===== config.mk =====
export PLATFORM = sky130hd
export DESIGN_NAME = pipe_stage_skid
export DESIGN_NICKNAME = d
export VERILOG_FILES = /design/src/rtl/pipe_pkg.sv /design/src/rtl/sat_counter.sv /design/src/rtl/pipe_stage_skid.sv
export SDC_FILE = /design/constraint.sdc
export NUM_CORES = 1
export LEC_CHECK = 0
export ABC_CLOCK_PERIOD_IN_PS = 3450
export CORE_MARGIN = 5
export CORE_UTILIZATION = 54
export DETAILED_ROUTE_END_ITERATION = 7
export PLACE_DENSITY = 0.83
export SETUP_SLACK_MARGIN = 0.4
export SYNTH_ARGS = -nofsm -noshare
export SYNTH_HDL_FRONTEND = slang
export SYNTH_HIERARCHICAL = 1
export SYNTH_SLANG_ARGS = --single-unit

===== constraint.sdc =====
create_clock -name clk -period 3.45 [get_ports clk]
set_input_delay 0.345 -clock clk [delete_from_list [all_inputs] [get_ports clk]]
set_output_delay 0.345 -clock clk [all_outputs]
set_load 0.01 [all_outputs]

===== src/rtl/pipe_pkg.sv =====
// rtl/pipe_pkg.sv - shared occupancy encodings and pipeline control-bundle layout
package pipe_pkg;

    localparam logic [1:0] OCC_EMPTY = 2'd0;
    localparam logic [1:0] OCC_ONE   = 2'd1;
    localparam logic [1:0] OCC_FULL  = 2'd2;

    // Stage state doubles as the occupancy value driven on the port.
    typedef enum logic [1:0] {
        ST_EMPTY = OCC_EMPTY,
        ST_ONE   = OCC_ONE,
        ST_FULL  = OCC_FULL
    } occ_state_e;

    // Default control-bundle widths for the per-stage registers.
    localparam int IDEX_CTRL_W  = 16;
    localparam int EXMEM_CTRL_W = 8;
    localparam int MEMWB_CTRL_W = 8;

    // Field offsets inside the ID/EX control bundle.
    localparam int CTRL_MEMRW_BIT  = 0;
    localparam int CTRL_REGWEN_BIT = 1;
    localparam int CTRL_ASEL_BIT   = 2;
    localparam int CTRL_BSEL_BIT   = 3;
    localparam int CTRL_BRUN_BIT   = 4;
    localparam int CTRL_WBSEL_LSB  = 5;   // 2 bits
    localparam int CTRL_ALUSEL_LSB = 7;   // 4 bits
    localparam int CTRL_RD_LSB     = 11;  // 5 bits

endpackage


===== src/rtl/sat_counter.sv =====
// rtl/sat_counter.sv - saturating up-counter with synchronous active-high clear
// Ports: clk, rst (sync clear), inc (count enable), count (holds at all-ones).
module sat_counter #(
    parameter int CNT_W = 16
) (
    input  logic             clk,
    input  logic             rst,
    input  logic             inc,
    output logic [CNT_W-1:0] count
);

    always_ff @(posedge clk) begin
        if (rst) begin
            count <= '0;
        end else if (inc && (count != {CNT_W{1'b1}})) begin
            count <= count + {{(CNT_W-1){1'b0}}, 1'b1};
        end
    end

endmodule


===== src/rtl/pipe_stage_skid.sv =====
// rtl/pipe_stage_skid.sv - elastic pipeline stage with 2-entry skid buffer, flush and stall counter
// Ports: clk, rst (sync, active-high), flush; upstream in_valid/in_ready/in_ctrl/in_data;
//        downstream out_valid/out_ready/out_ctrl/out_data; occupancy (0..2); stall_cnt.
module pipe_stage_skid
    import pipe_pkg::*;
#(
    parameter int DATA_W = 128,
    parameter int CTRL_W = 16,
    parameter int CNT_W  = 16
) (
    input  logic              clk,
    input  logic              rst,
    input  logic              flush,
    input  logic              in_valid,
    output logic              in_ready,
    input  logic [CTRL_W-1:0] in_ctrl,
    input  logic [DATA_W-1:0] in_data,
    output logic              out_valid,
    input  logic              out_ready,
    output logic [CTRL_W-1:0] out_ctrl,
    output logic [DATA_W-1:0] out_data,
    output logic [1:0]        occupancy,
    output logic [CNT_W-1:0]  stall_cnt
);

    occ_state_e        state_q, state_d;
    logic [CTRL_W-1:0] main_ctrl, skid_ctrl;
    logic [DATA_W-1:0] main_data, skid_data;
    logic              in_fire, out_fire;
    logic              load_main_in, load_main_skid, load_skid_in;

    // in_ready looks only at registered state, never at out_ready.
    assign in_ready  = (state_q != ST_FULL) & ~rst;
    assign out_valid = (state_q != ST_EMPTY);
    assign in_fire   = in_valid & in_ready;
    assign out_fire  = out_valid & out_ready;
    assign out_ctrl  = out_valid ? main_ctrl : '0;
    assign out_data  = main_data;
    assign occupancy = state_q;

    always_comb begin
        state_d        = state_q;
        load_main_in   = 1'b0;
        load_main_skid = 1'b0;
        load_skid_in   = 1'b0;
        unique case (state_q)
            ST_EMPTY: begin
                if (in_fire) begin
                    state_d      = ST_ONE;
                    load_main_in = 1'b1;
                end
            end
            ST_ONE: begin
                if (in_fire && out_fire) begin
                    load_main_in = 1'b1;
                end else if (in_fire) begin
                    state_d      = ST_FULL;
                    load_skid_in = 1'b1;
                end else if (out_fire) begin
                    state_d = ST_EMPTY;
                end
            end
            ST_FULL: begin
                // Older skid beat moves up; a new beat cannot enter this cycle.
                if (out_fire) begin
                    state_d        = ST_ONE;
                    load_main_skid = 1'b1;
                end
            end
            default: state_d = ST_EMPTY;
        endcase
        // Flush kills stored beats and the incoming one.
        if (flush) begin
            state_d        = ST_EMPTY;
            load_main_in   = 1'b0;
            load_main_skid = 1'b0;
            load_skid_in   = 1'b0;
        end
    end

    always_ff @(posedge clk) begin
        if (rst) begin
            state_q   <= ST_EMPTY;
            main_ctrl <= '0;
            skid_ctrl <= '0;
            main_data <= '0;
            skid_data <= '0;
        end else begin
            state_q <= state_d;
            if (flush) begin
                // Data registers intentionally hold; only control is scrubbed.
                main_ctrl <= '0;
                skid_ctrl <= '0;
            end else begin
                if (load_main_in) begin
                    main_ctrl <= in_ctrl;
                    main_data <= in_data;
                end
                if (load_main_skid) begin
                    main_ctrl <= skid_ctrl;
                    main_data <= skid_data;
                end
                if (load_skid_in) begin
                    skid_ctrl <= in_ctrl;
                    skid_data <= in_data;
                end
            end
        end
    end

    sat_counter #(
        .CNT_W (CNT_W)
    ) u_stall_cnt (
        .clk   (clk),
        .rst   (rst),
        .inc   (out_valid & ~out_ready),
        .count (stall_cnt)
    );

endmodule


==> impl_metrics.csv <==
group,metric,value,unit
floorplan,std_cell_rows,57,
timing,timing.setup.tns,0,ns
timing,fmax,0.377,GHz
worst_setup_path,end_kind,"output port",
place,post_dp_hpwl,25.1,mm
final_layout,antennaDiodeCount,0,
timing,hold-worst-slack,0.253,ns
logic_synthesis,yosysUniqueCellTypes,45,
clock_tree,clk_root_buf,"sky130_fd_sc_hd__clkbuf_16",
timing,setup_repair_after_global_routing_missed_its_margin,"false",
floorplan,die_width,168,um
global_route,initial_antenna_violation_count,0,
logic_synthesis,post_synth_instance_area,0.0135,mm^2
clock_tree,post_cts_resize_count,0,
logic_synthesis,synthesis.yosys.warnings,6,
worst_setup_path,worst-setup-path-type,"reg -> out",
hold_path,timing.hold.worst.class,"in -> reg",
routing,wl_met3,3.75,mm
clock_tree,tritoncts,"yes",
pwr,power.ir.vdd_worst,348,uV
floorplan,design.die.area,0.0283,mm^2
pwr,p_comb_frac,0.117,
clock_tree,clock_tree.buffer_depth,3,
routing,ant_nets,0,
final_layout,nNetsFinal,1809,
routing,overall_via_count_from_detail_route,12591,
pwr,p_seq_frac,0.483,
pwr,cell_internal_pwr,0.00581,W
global_route,number_of_global_route_vias_before_repair,12028,
timing,timing.final.max_slew_violations,0,
clock_tree,cts_htree_levels,1,
floorplan,core_area,0.0245,mm^2
pwr,p_sw_frac,0.240,
final_layout,drive_above_1_share,0.0842,
logic_synthesis,synth_fp_nets,1612,
pwr,p_leak,6.59,nW
clock_tree,cts_post_setup_buffers_inserted,0,
clock_tree,clkTransAtPathRegs,0.06,ns
routing,dr_wl_met2,19.4,mm
clock_tree,numCtsBuffers,30,
logic_synthesis,synth_sequential_area_ratio,0.454,
logic_synthesis,synth-seq-cells,306,
routing,drt_drc_violations_left,0,
logic_synthesis,synth_async_sr_flop_share,0,
routing,detailed_route_iter0_violations,1322,
floorplan,floorplan.initialDensity,0.552,
run_status,status,"finished, final reports clean",
routing,drt-met1-wl,16.9,mm
routing,highest_layer,"met4",
timing,finalCritPeriodShare,0.769,
timing,layout_setup_ws,0.796,ns
timing,finalClockSkew,0.00534,ns
clock_tree,cts.hold.buffers_added,0,
worst_setup_path,worst-endpoint-arrival,2.31,ns
floorplan,fp.dieH,168,um
pwr,clkPwrFrac,0.400,
global_route,grt.overflow.total,0,
routing,drt-pass1-iter-count,5,
pwr,power.net_switching,0.00184,W
floorplan,boundaryPins,313,
timing,timing.final.setup_violations,0,
clock_tree,insertion_delay,0.54,ns
global_route,gr_util_all_layers,0.270,
timing,final_hold_viol_count,0,
worst_setup_path,crit_required,3.11,ns
place,port_buffers,312,
worst_setup_path,maximum_fanout_along_the_worst_path,18,
place,finalWeightedCongestion,0.834,
routing,vias_per_cell,6.30,
logic_synthesis,syn_avg_cell_area,9.24,um^2
place,dp_slack,0.685,ns
routing,route.final.wire_length,41.2,mm
pwr,power_per_cell_area,435,mW/mm^2
final_layout,stdcell_count,1998,
global_route,grt_pass1_wl,64.5,mm
timing,worst_slew_margin_rel,0.414,
timing,worstMarginPinSlew,0.879,ns
run,max_cap_violations,0,
logic_synthesis,yosys_most_used_dff,"sky130_fd_sc_hd__dfxtp_1",
routing,wire_per_inst,20.6,um
clock_tree,tritoncts_num_sinks,306,
worst_setup_path,critical_path.startpoint_type,"register",
timing,final.min_clock_period,2.65,ns
final_layout,layout_stage_area_growth_over_the_synthesis_result,30.0,%
logic_synthesis,synth_cells,1462,
place,dpl.cell_count,1951,
global_route,maximum_number_of_pins_on_one_net_before_global_route_repair,145,
logic_synthesis,number_of_flops_mapped_to_enable_cells_by_yosys,0,
routing by layer:
| layer | vias up | global-route usage |
|---|---|---|
| met5 | - | 0 |
| met4 | 0 | 0.0836 |
| met3 | 85 | 0.0574 |
| met2 | 590 | 0.432 |
| met1 | 6098 | 0.369 |
| li1 | 5818 | - |
sequential cells by signal (all words and copies together), names as in the netlist:
signal	cells
main_ctrl	16
occupancy	2
out_data	128
skid_ctrl	16
skid_data	128
u_stall_cnt/count	16
critical path: stages (launching register included):
cell and delay, ns:
sky130_fd_sc_hd__dfxtp_1 0.46, sky130_fd_sc_hd__nor2_2 0.63, sky130_fd_sc_hd__nor2b_1 0.15, sky130_fd_sc_hd__clkdlybuf4s50_1 0.52
synthesized netlist by cell type, drive strengths merged, types with 4 or more instances:
cell,instances,area (um^2)
nand4,4,40.0
nor2,140,528
a311oi,16,140
mux2i,146,1460
nor3,5,25.0
nor2b,21,131
dfxtp,306,6130
nand2,8,32.5
nand3,151,756
clkbuf,112,420
a21oi,156,781
inv,5,18.8
buf,59,354
o21ai,148,741
o31ai,6,45.0
or4,7,52.6
a221oi,128,1430
a211oi,16,170
worst paths after layout:
kind	start	slack [ns]	endpoint	cells past startpoint
setup reg to reg	occupancy[1]	0.83	u_stall_cnt/count[11]	5
hold / removal	rst	0.25	u_stall_cnt/count[4]	2
setup / recovery	occupancy[1]	0.80	out_ctrl[10]	3
hold reg to reg	skid_data[72]	0.47	skid_data[72]	2
layout make-up:
class,count,area (um^2)
fill,1846,6900
multi-input combinational,980,6670
sequential,306,6130
timing repair buffer,336,3430
clock buffer,43,881
tap,324,405
clock inverter,4,22.5
inverter,5,18.8
cells by family (layout without fill, tap and decap cells):
group           Yosys count  after routing  synth area share
mux                     147            147             0.109
simple gates            355            355             0.128
fa+ha+maj                 1              1          0.000926
compound gates          475            475             0.248
buf+inv                 176            388            0.0587
xor+xnor                  2              2           0.00130
flops                   306            306             0.454
power by group through the flow:
stage / logic [W] / registers [W] / clock network, W
after floorplan: 0.000373 / 0.00379 / 0
after global placement: 0.000869 / 0.00377 / 0
after detailed placement: 0.000883 / 0.00377 / 0
after CTS: 0.000889 / 0.00369 / 0.00311
after global routing: 0.000947 / 0.00370 / 0.00327
final: 0.000891 / 0.00369 / 0.00306
cells in the final DEF, fill, tap and decap left out, types with 2 or more instances in the layout:
cell type	n
sky130_fd_sc_hd__inv_1	5
sky130_fd_sc_hd__a21oi_1	156
sky130_fd_sc_hd__mux2i_1	146
sky130_fd_sc_hd__and4_1	3
sky130_fd_sc_hd__nor2_2	2
sky130_fd_sc_hd__nor4_1	2
sky130_fd_sc_hd__xnor2_1	2
sky130_fd_sc_hd__clkbuf_1	6
sky130_fd_sc_hd__nor2_1	137
sky130_fd_sc_hd__nand3_1	150
sky130_fd_sc_hd__o21a_1	2
sky130_fd_sc_hd__nor2b_1	21
sky130_fd_sc_hd__a221oi_1	78
sky130_fd_sc_hd__buf_12	10
sky130_fd_sc_hd__clkdlybuf4s50_1	311
sky130_fd_sc_hd__clkbuf_8	6
sky130_fd_sc_hd__a211oi_2	10
sky130_fd_sc_hd__nand2_1	7
sky130_fd_sc_hd__clkbuf_16	31
sky130_fd_sc_hd__or3_1	3
sky130_fd_sc_hd__nand4_1	3
sky130_fd_sc_hd__dfxtp_1	306
sky130_fd_sc_hd__nor3_1	5
sky130_fd_sc_hd__clkinv_2	3
sky130_fd_sc_hd__buf_4	14
sky130_fd_sc_hd__o21ai_0	148
sky130_fd_sc_hd__a211oi_1	6
sky130_fd_sc_hd__or4_1	7
sky130_fd_sc_hd__a311oi_1	16
sky130_fd_sc_hd__nand4bb_4	2
sky130_fd_sc_hd__o31ai_1	6
sky130_fd_sc_hd__a221oi_2	50
through the flow:
step,util,area [um^2],power (W)
3_5_place_dp,0.681,16700,0.00465
3_3_place_gp,0.681,16700,0.00464
2_1_floorplan,-,13500,0.00416
5_1_grt,0.718,17600,0.00792
6_report,0.718,17600,0.00765
4_1_cts,0.718,17600,0.00769
Note: power is estimated with default switching activity, not from simulation.
